==> config.mk <==
export PLATFORM = sky130hd
export DESIGN_NAME = xz_scrub_fifo
export DESIGN_NICKNAME = d
export VERILOG_FILES = /design/src/rtl/xz_scrub_fifo.sv
export SDC_FILE = /design/constraint.sdc
export NUM_CORES = 1
export LEC_CHECK = 0
export ABC_AREA = 1
export CORE_MARGIN = 4
export CORE_UTILIZATION = 40
export DETAILED_ROUTE_END_ITERATION = 16
export GPL_TIMING_DRIVEN = 0
export PLACE_DENSITY_LB_ADDON = 0.12
export SYNTH_ARGS = -nofsm -noshare
export SYNTH_HDL_FRONTEND = slang
export SYNTH_SLANG_ARGS = --single-unit
==> constraint.sdc <==
create_clock -name clk -period 5.7 [get_ports clk]
set_clock_uncertainty 0.1 [all_clocks]
set_input_delay 1.425 -clock clk [delete_from_list [all_inputs] [get_ports clk]]
set_output_delay 1.425 -clock clk [all_outputs]
set_load 0.005 [all_outputs]
==> src/rtl/xz_scrub_fifo.sv <==
// ============================================================================
// xz_scrub_fifo : 4-state hygiene stage that detects and scrubs X/Z bits per
//                 channel, buffers scrubbed beats in a FIFO, and counts events.
// Revision      : 1.0  initial release
// ============================================================================
`default_nettype none

module xz_scrub_fifo #(
  parameter int CH    = 4,
  parameter int W     = 8,
  parameter int DEPTH = 2,
  parameter int CNT_W = 16
) (
  input  logic                       clk,
  input  logic                       rst,
  input  logic [1:0]                 mode,
  input  logic                       clr_cnt,
  input  logic                       in_valid,
  output logic                       in_ready,
  input  logic [CH*W-1:0]            in_data,
  output logic                       out_valid,
  input  logic                       out_ready,
  output logic [CH*W-1:0]            out_data,
  output logic [CH-1:0]              out_xz,
  output logic [CH*CNT_W-1:0]        xz_cnt,
  output logic                       err_sticky,
  output logic [$clog2(DEPTH+1)-1:0] level
);

  localparam int LW = $clog2(DEPTH + 1);
  localparam int PW = (DEPTH > 1) ? $clog2(DEPTH) : 1;

  logic [CH*W-1:0]  r_mem_data [DEPTH];
  logic [CH-1:0]    r_mem_xz   [DEPTH];
  logic [PW-1:0]    r_wr_ptr;
  logic [PW-1:0]    r_rd_ptr;
  logic [LW-1:0]    r_level;
  logic [W-1:0]     r_last_clean [CH];
  logic [CNT_W-1:0] r_cnt [CH];
  logic             r_err;

  logic [CH*W-1:0]  w_bit_xz;
  logic [CH*W-1:0]  w_scrub;
  logic [CH-1:0]    w_chan_xz;
  logic             w_push;
  logic             w_pop;

  assign in_ready   = (r_level < LW'(DEPTH));
  assign out_valid  = (r_level != '0);
  assign w_push     = in_valid && in_ready;
  assign w_pop      = out_valid && out_ready;
  assign out_data   = r_mem_data[r_rd_ptr];
  assign out_xz     = r_mem_xz[r_rd_ptr];
  assign level      = r_level;
  assign err_sticky = r_err;

  // Case equality is the only operator that sees X and Z as distinct values.
  generate
    for (genvar i = 0; i < CH*W; i++) begin : g_det
      assign w_bit_xz[i] = !((in_data[i] === 1'b0) || (in_data[i] === 1'b1));
    end
    for (genvar c = 0; c < CH; c++) begin : g_cnt
      assign xz_cnt[c*CNT_W +: CNT_W] = r_cnt[c];
    end
  endgenerate

  always_comb begin
    w_chan_xz = '0;
    w_scrub   = in_data;
    for (int c = 0; c < CH; c++) begin
      for (int b = 0; b < W; b++) begin
        if (w_bit_xz[c*W + b]) begin
          w_chan_xz[c] = 1'b1;
          case (mode)
            2'd0:    w_scrub[c*W + b] = 1'b0;
            2'd1:    w_scrub[c*W + b] = 1'b1;
            2'd2:    w_scrub[c*W + b] = r_last_clean[c][b];
            default: w_scrub[c*W + b] = in_data[c*W + b];
          endcase
        end
      end
    end
  end

  always_ff @(posedge clk or posedge rst) begin
    if (rst) begin
      for (int i = 0; i < DEPTH; i++) begin
        r_mem_data[i] <= '0;
        r_mem_xz[i]   <= '0;
      end
      r_wr_ptr <= '0;
      r_rd_ptr <= '0;
      r_level  <= '0;
    end else begin
      if (w_push) begin
        r_mem_data[r_wr_ptr] <= w_scrub;
        r_mem_xz[r_wr_ptr]   <= w_chan_xz;
        r_wr_ptr <= (r_wr_ptr == PW'(DEPTH - 1)) ? '0 : r_wr_ptr + PW'(1);
      end
      if (w_pop) begin
        r_rd_ptr <= (r_rd_ptr == PW'(DEPTH - 1)) ? '0 : r_rd_ptr + PW'(1);
      end
      case ({w_push, w_pop})
        2'b10:   r_level <= r_level + LW'(1);
        2'b01:   r_level <= r_level - LW'(1);
        default: r_level <= r_level;
      endcase
    end
  end

  // Pass-through mode leaves the hold-last history untouched.
  always_ff @(posedge clk or posedge rst) begin
    if (rst) begin
      for (int c = 0; c < CH; c++) begin
        r_last_clean[c] <= '0;
        r_cnt[c]        <= '0;
      end
      r_err <= 1'b0;
    end else begin
      for (int c = 0; c < CH; c++) begin
        if (w_push && (mode != 2'd3)) begin
          r_last_clean[c] <= w_scrub[c*W +: W];
        end
        if (clr_cnt) begin
          r_cnt[c] <= '0;
        end else if (w_push && w_chan_xz[c] && (r_cnt[c] != '1)) begin
          r_cnt[c] <= r_cnt[c] + CNT_W'(1);
        end
      end
      if (clr_cnt) begin
        r_err <= 1'b0;
      end else if (w_push && (w_chan_xz != '0)) begin
        r_err <= 1'b1;
      end
    end
  end

endmodule

`default_nettype wire
==> flow_summary.json <==
{
  "place_ws_ns": 2.570,
  "hp-class": "flip-flop to flip-flop",
  "layout_setup_ws_ns": 2.154,
  "cp_cell_sequence": "buf_2 > buf_2 > nand2_1 > o21ai_0 > clkdlybuf4s50_1",
  "dpl_cell_area_sq_um": 6960,
  "grt_antenna_before_repair": 0,
  "max_clock_freq_ghz": 0.2820,
  "setup_viol": 0,
  "grtUsageTotal_pct": 18.16,
  "cts_tree": "done",
  "postLayoutCellArea_sq_um": 7560,
  "place_inst": 887,
  "hpwl_um": 8684,
  "rrSetupSlack_ns": 4.10,
  "drc_errors": 0,
  "fin_cells": 919,
  "period_needed_ns": 3.546,
  "hp-start": "r_mem_data[49]",
  "area_growth_pct": 41.57,
  "r2r_start": "level[1]",
  "status": "finished, final reports clean",
  "synth.avg_cell_area_sq_um": 9.287,
  "cp.arrival_ns": 2.02,
  "slew_headroom_pct": 66.57,
  "worstMarginPinSlew_ns": 0.5014,
  "ant_nets": 0,
  "worst_ep_required_time_ns": 4.18,
  "worst_ir_drop_vdd_v": 0.0002001,
  "num_rows": 41,
  "post_cts_buffers": 0,
  "rr_endpoint": "level[1]",
  "start_kind": "flip-flop",
  "finalHoldViolCount": 0,
  "rsz0062_at_grt": "no",
  "wl_um": 12680,
  "cp-end-kind": "output port",
  "final_nets": 774,
  "design.core.area_sq_um": 12820,
  "avgViaCountPerCell": 4.440,
  "seq_area_sq_um": 3328,
  "ios": 144,
  "ys_ff_latch": 133,
  "htree_levels": 4,
  "drive_gt1_share_pct": 11.91,
  "die_area_sq_um": 15260,
  "cts_made_buffers": 17,
  "grt_max_degree": 102,
  "gp_congestion": 0.7905,
  "portBuffers": 136,
  "min_path_cells": 2,
  "reg2reg_depth": 9,
  "path_common_cell": "buf_2",
  "insertion_delay_ns": 0.41,
  "routedWlPerCell_um": 13.79,
  "num-fill-cells": 1121,
  "finalMaxSlewViolations": 0,
  "yosysSeqAreaShare_pct": 62.32,
  "leakage_uw": 0.003614,
  "path_class": "flip-flop to output port",
  "multi_input_area_sq_um": 1305,
  "dieWidth_um": 123.5,
  "critPathMaxStageDelay_ns": 0.60,
  "postCtsHoldBufs": 0,
  "initial_core_util_pct": 41.64,
  "diodes": 0,
  "min_to": "r_mem_data[49]",
  "fin_util_pct": 58.95,
  "first_global_vias": 4283,
  "die_y_um": 123.5,
  "firstDrtPassIters": 4,
  "cts.sinks": 133,
  "mappedNetlistArea_sq_um": 5340,
  "root_buffer": "clkbuf_16",
  "grt-ovfl-total": 0,
  "path_clk_slew_ns": 0.06,
  "yosys_warnings": 0,
  "drtIter0Drc": 227,
  "slowest_stage": "clkdlybuf4s50_1",
  "fin_crit_sh_pct": 62.21,
  "cap_violations": 0,
  "cts_resized": 0,
  "grt_pass1_wl_um": 21110,
  "power.density_nw_per_um2": 464.4,
  "cp_max_fo": 10,
  "synth_cell_types": 23,
  "postSynthCellCount": 575,
  "totalPowerFinal_uw": 3511,
  "vias": 4080,
  "clockBufferDepth": 2
}
[registers in the layout (all words and copies together) (netlist names)]
| register | count |
|---|---|
| level | 2 |
| xz_cnt | 64 |
| r_rd_ptr | 1 |
| err_sticky | 1 |
| r_wr_ptr | 1 |
| r_mem_data | 64 |
[cells by family (layout without fill, tap and decap cells)]
kind of cell	count (synthesis)	in the layout	synth area share, %
compound gates	96	96	10.75
xor+xnor	1	1	0.1640
simple gates	177	177	13.00
fa+ha+maj	1	1	0.2343
buf+inv	166	335	13.45
other cells	1	4	0.07022
flops	133	133	62.32
[worst max-delay path by stage]
stage / startpoint / end / slack, ns / cells after the start
2_1_floorplan: rst / err_sticky / 0.62 / 1
3_3_place_gp: rst / r_mem_data[40] / -1.09 / 2
3_5_place_dp: r_rd_ptr / out_data[27] / 2.57 / 4
4_1_cts: r_rd_ptr / out_data[24] / 2.11 / 4
5_1_grt: r_rd_ptr / out_data[27] / 1.99 / 5
6_report: r_rd_ptr / out_data[29] / 2.15 / 5
[Yosys cell counts]
cell        n  area, sq um
clkbuf_2    1        5.000
inv_1     134        503.0
conb_1      1        3.750
ha_1        1        12.51
buf_12      1        20.02
buf_8       1        15.01
nand3b_4    1        20.02
nand4_1     1        6.260
buf_4       4        30.03
o21ai_1    39        195.2
nand3_1     1        5.000
nand3_2     1        10.01
nand3b_1    1        7.510
buf_2      17        85.08
buf_6       4        45.04
nor2_1     65        244.0
clkbuf_1    3        11.26
o21ai_0    32        160.2
xnor2_1     1        8.760
dfrtp_1   133         3328
inv_2       1        3.750
nand2_1   107        401.6
o21ai_2    25        219.0
[placed cells by master, fill, tap and decap left out, drive strengths merged]
cell / netlist / routed
inv: 135 / 136
clkinvlp: 0 / 2
nand2: 107 / 107
conb: 1 / 4
xnor2: 1 / 1
bufinv: 0 / 3
ha: 1 / 1
buf: 27 / 28
clkinv: 0 / 7
o21ai: 96 / 96
nand3b: 2 / 2
clkbuf: 4 / 23
clkdlybuf4s50: 0 / 136
nand4: 1 / 1
dfrtp: 133 / 133
nor2: 65 / 65
nand3: 2 / 2
[metrics by stage]
step	hold WS, ns	TNS [ns]
6_report	0.3812	0
5_1_grt	0.3963	0
4_1_cts	0.3823	0
3_5_place_dp	0.3680	0
3_3_place_gp	0.3635	-144.32
2_1_floorplan	0.3547	0
[per-layer routing]
metal,wire [um],track usage (%)
met1,5354,21.70
met2,5997,28.58
met3,1190,9.103
met4,132,6.090
met5,0,0
[worst max-delay path: cells and delay by family, from the launching register on]
family	cells	cell delay (ns)
AO/OA/AOI/OAI	1	0.08
flip-flops	1	0.35
AND/OR/NAND/NOR	1	0.08
buffers and inverters	3	1.09
[area by class of cell]
class                           count  share of cell area (%)
Multi-Input combinational cell    279                   17.26
Buffer                             31                   2.797
Timing Repair Buffer              137                   18.37
Clock inverter                     13                   2.069
Clock buffer                       19                   5.859
Tap cell                          172                   2.847
Sequential cell                   133                   44.03
Inverter                          135                   6.769
[report_power, final]
group	internal [uW]	leakage, uW	total, uW	switching (uW)
combinational	562	0.00157	1120	556
clock	697	0.000293	1100	404
sequential	1170	0.00176	1290	120
No activity file was read; power rests on OpenSTA's default activity.
==> variant 1 (same settings) <==
Reset style: synchronous (`rst`), changed in 2 clocked blocks.
--- a/src/rtl/xz_scrub_fifo.sv
+++ b/src/rtl/xz_scrub_fifo.sv
@@ -84,3 +84,3 @@
 
-  always_ff @(posedge clk or posedge rst) begin
+  always_ff @(posedge clk) begin
     if (rst) begin
@@ -111,3 +111,3 @@
   // Pass-through mode leaves the hold-last history untouched.
-  always_ff @(posedge clk or posedge rst) begin
+  always_ff @(posedge clk) begin
     if (rst) begin
Check against the original RTL: differs if rst is asserted again (counterexample within 4 cycles, from zero or initial values and one cycle with rst high); with rst held inactive, the same outputs for 4 cycles.
==> variant 1 against the unedited design <==
Clock power down 65%. Critical endpoint is now out_data[16]. Utilization down 3.2 points. Worst setup slack better by 190 ps. Via count down 43%. Highest routed layer unchanged. Total power down 59%. Sequential power down 50%. Design area down 36%. Register-to-register slack worse by 450 ps. Routed wire length down 43%. Cell count down 38%. Critical path depth down 1. Sequential cell count down 64. Area after synthesis down 34%.
==> variant 1: results (changes against the unedited design) <==
Placed design
  – RePlAce Congestion: 0.726 (was 0.791)
  – Number of placed instances, taps included: 557 (was 887)
  – Hpwl dp: 5080 um (was 8680 um)
  – Area after DPL: 0.00465 mm2 (was 0.00696 mm2)

Yosys
  – Ys async rst share: 0% (was 100%)
  – Sequential-to-total area share from yosys stat: 57.1% (was 62.3%)
  – Top post-synthesis cells by count: 69 x buf_4, 64 x edfxtp_1, 61 x nor2_1 (was 134 x inv_1, 133 x dfrtp_1, 107 x nand2_1)
  – Syn Area/Cell: 11.4 um2 (was 9.29 um2)

Cells and area
  – Post-route cell area: 0.00484 mm2 (was 0.00756 mm2)
  – Total Nets Final: 500 (was 774)
  – Share of cells above drive strength 1: 30.3% (was 11.9%)
  – FILL cells: 807 (was 1121)

Worst setup path
  – CP peak stage delay: 470 ps (was 600 ps)
  – Arrival @ worst endpoint: 1830 ps (was 2020 ps)

Clock network
  – Clock Root Buffer: clkbuf_8 (was clkbuf_16)
  – Later-pin clock latency in the skew report: 330 ps (was 410 ps)
  – Total CTS buffers: 9 (was 17)
  – H-tree depth: 3 (was 4)

GRT
  – Vias in the first global route: 2364 (was 4283)
  – GRT Total Usage: 14.1% (was 18.2%)

Power
  – Max IR drop VDD: 157 uV (was 200 uV)

Outcome
  – Outcome: completed (unchanged)

STA
  – Worst-margin pin slew: 863 ps (was 501 ps)

Routing
  – Wire length per cell: 12.7 um (was 13.8 um)
  – Vias: 2331 (was 4080)

Floorplanning
  – Standard-cell row count: 34 (was 41)
[variant 1: final timing paths]
check / to / cells past startpoint / start
max: out_data[16] / 4 / flop
min: r_rd_ptr / 2 / r_rd_ptr
max reg2reg: r_mem_data[1][10] / 3 / r_wr_ptr
min reg2reg: r_rd_ptr / 2 / r_rd_ptr
[variant 1: power breakdown]
group	switching [mW]	internal, mW	total (mW)
combinational	0.178	0.240	0.418
clock	0.185	0.199	0.384
sequential	0.0192	0.620	0.639
[variant 1: cells by family after synthesis]
kind of cell	Yosys count	synth area share, %
buffers and inverters	118	21.2
AOI/OAI and AO/OA	3	0.424
and+or+nand+nor	86	10.7
adders and majority gates	1	0.353
other	1	0.106
DFF	69	57.1
muxes	32	10.2
[variant 1: layout make-up]
| type | instances | share of cell area [%] |
|---|---|---|
| Sequential cell | 69 | 41.8 |
| Multi-Input combinational cell | 191 | 21.3 |
| Timing Repair Buffer | 71 | 14.7 |
| Buffer | 79 | 12.5 |
| Inverter | 39 | 3.02 |
| Tap cell | 108 | 2.79 |
| Clock buffer | 9 | 2.56 |
| Clock inverter | 7 | 1.37 |
[variant 1: metal layers]
metal  GRT usage (%)  wire length (um)  part of all wire, %
met5               0                 0                    0
met4            6.26               104                  1.4
met3            3.82               578                  8.0
met2            24.5              3630                   50
met1            16.4              2940                   41
[variant 1: tightest hold or removal path: stages (launching register included)]
cell     delay, ps
dfxtp_1        330
nor2_1          60
nor2_1          90
==> variant 2 (same flow settings) <==
Without the edit above. Change the parameter `CNT_W` from 16 to 32.
--- a/src/rtl/xz_scrub_fifo.sv
+++ b/src/rtl/xz_scrub_fifo.sv
@@ -11,3 +11,3 @@
   parameter int DEPTH = 2,
-  parameter int CNT_W = 16
+  parameter int CNT_W = 32
 ) (
Interface: changed (resized xz_cnt); port bits go from 144 to 208. No check against the original RTL was run, so the function may have changed too.
==> variant 2 against the unedited design <==
Routed wire length is 35% higher. Critical endpoint is now out_data[13]. Area after synthesis rose by 40%. Design area rose by 39%. Worst setup slack worse by 20 ps. Count of clock-buffer cells in the layout is 2 lower. Register-to-register slack improved by 60 ps. Total power increased by 18%. Critical path type unchanged. Sequential cell count increased by 64. Critical path depth unchanged.
==> variant 2: results (changes against the unedited design) <==
Placed design
  – Area after DPL: 0.00989 mm2 (was 0.00696 mm2)
  – RePlAce Congestion: 0.762 (was 0.791)
  – I/O Buffers: 200 (was 136)
  – Hpwl dp: 12300 um (was 8680 um)
  – Post-Place Worst Slack: 2560 ps (was 2570 ps)

Power
  – Pleak: 4.97 nW (was 3.61 nW)
  – Max IR drop VDD: 220 uV (was 200 uV)

Yosys
  – Sequential-to-total area share from yosys stat: 65.9% (was 62.3%)
  – Top post-synthesis cells by count: 198 x inv_1, 197 x dfrtp_1, 129 x nor2_1 (was 134 x inv_1, 133 x dfrtp_1, 107 x nand2_1)
  – Synth Area in Adders: 0.167% (was 0.234%)
  – Syn Area/Cell: 9.67 um2 (was 9.29 um2)
  – Post-synthesis compound-gate area fraction: 7.58% (was 10.8%)
  – Top post-synthesis cells by area: dfrtp_1 66%, inv_1 9.9%, nor2_1 6.5% (was dfrtp_1 62%, inv_1 9.4%, nand2_1 7.5%)
  – Post-Synth XOR/XNOR Area: 0.117% (was 0.164%)

GRT
  – M1 GR Usage: 21.8% (was 21.7%)
  – First-pass GRT wire length: 27800 um (was 21100 um)
  – GRT Total Usage: 16.8% (was 18.2%)
  – GR Layer Usage met2: 26.2% (was 28.6%)

Min path
  – HP Start: r_mem_data[43] (was r_mem_data[49])

Routing
  – Met2 Wirelength: 8040 um (was 6000 um)
  – DR WL met3: 1530 um (was 1190 um)
  – Detailed Route Iter0 Violations: 261 (was 227)
  – Vias: 5279 (was 4080)
  – Drt total wl: 17200 um (was 12700 um)

STA
  – Max_slew headroom: 58.0% (was 66.6%)
  – Final WS setup: 2130 ps (was 2150 ps)

Cells and area
  – Post-Layout Cell Count: 1243 (was 919)
  – Total Nets Final: 1041 (was 774)
  – Share of cells above drive strength 1: 9.76% (was 11.9%)

Worst setup path
  – CP endpoint: out_data[13] (was out_data[29])
  – R2r setup slk: 4160 ps (was 4100 ps)
  – Critical path origin: r_rd_ptr (unchanged)

Clock network
  – H-tree depth: 4 (unchanged)

Outcome
  – Outcome: completed (unchanged)
-- variant 2: cell types whose count changed in the layout (fill, tap and decap cells not counted), moves of 3 or more --
cell	change
inv_1	+64
dfrtp_1	+64
clkinv_2	-5
nor2_1	+64
buf_2	+3
clkdlybuf4s50_1	+64
buf_6	+4
buf_12	+5
-- variant 2: worst max-delay path: cells and delay by family, from the launching register on --
family / cells / cell delay, ps
simple gates: 1 / 70
compound gates: 1 / 130
buf+inv: 3 / 1070
flops: 1 / 360
-- variant 2: power by group --
group	leakage, nW	internal (mW)	switching (mW)
registers	2.65	1.62	0.116
clock network	0.308	0.713	0.561
logic	2.01	0.577	0.564
total	4.97	2.91	1.24
-- variant 2: final cells by class --
class	instances	area share (%)
timing repair buffer	205	20.0
tap	229	2.72
buffer	38	2.58
inverter	199	7.13
clock buffer	17	4.04
clock inverter	15	2.03
multi-input combinational	343	14.7
sequential	197	46.8
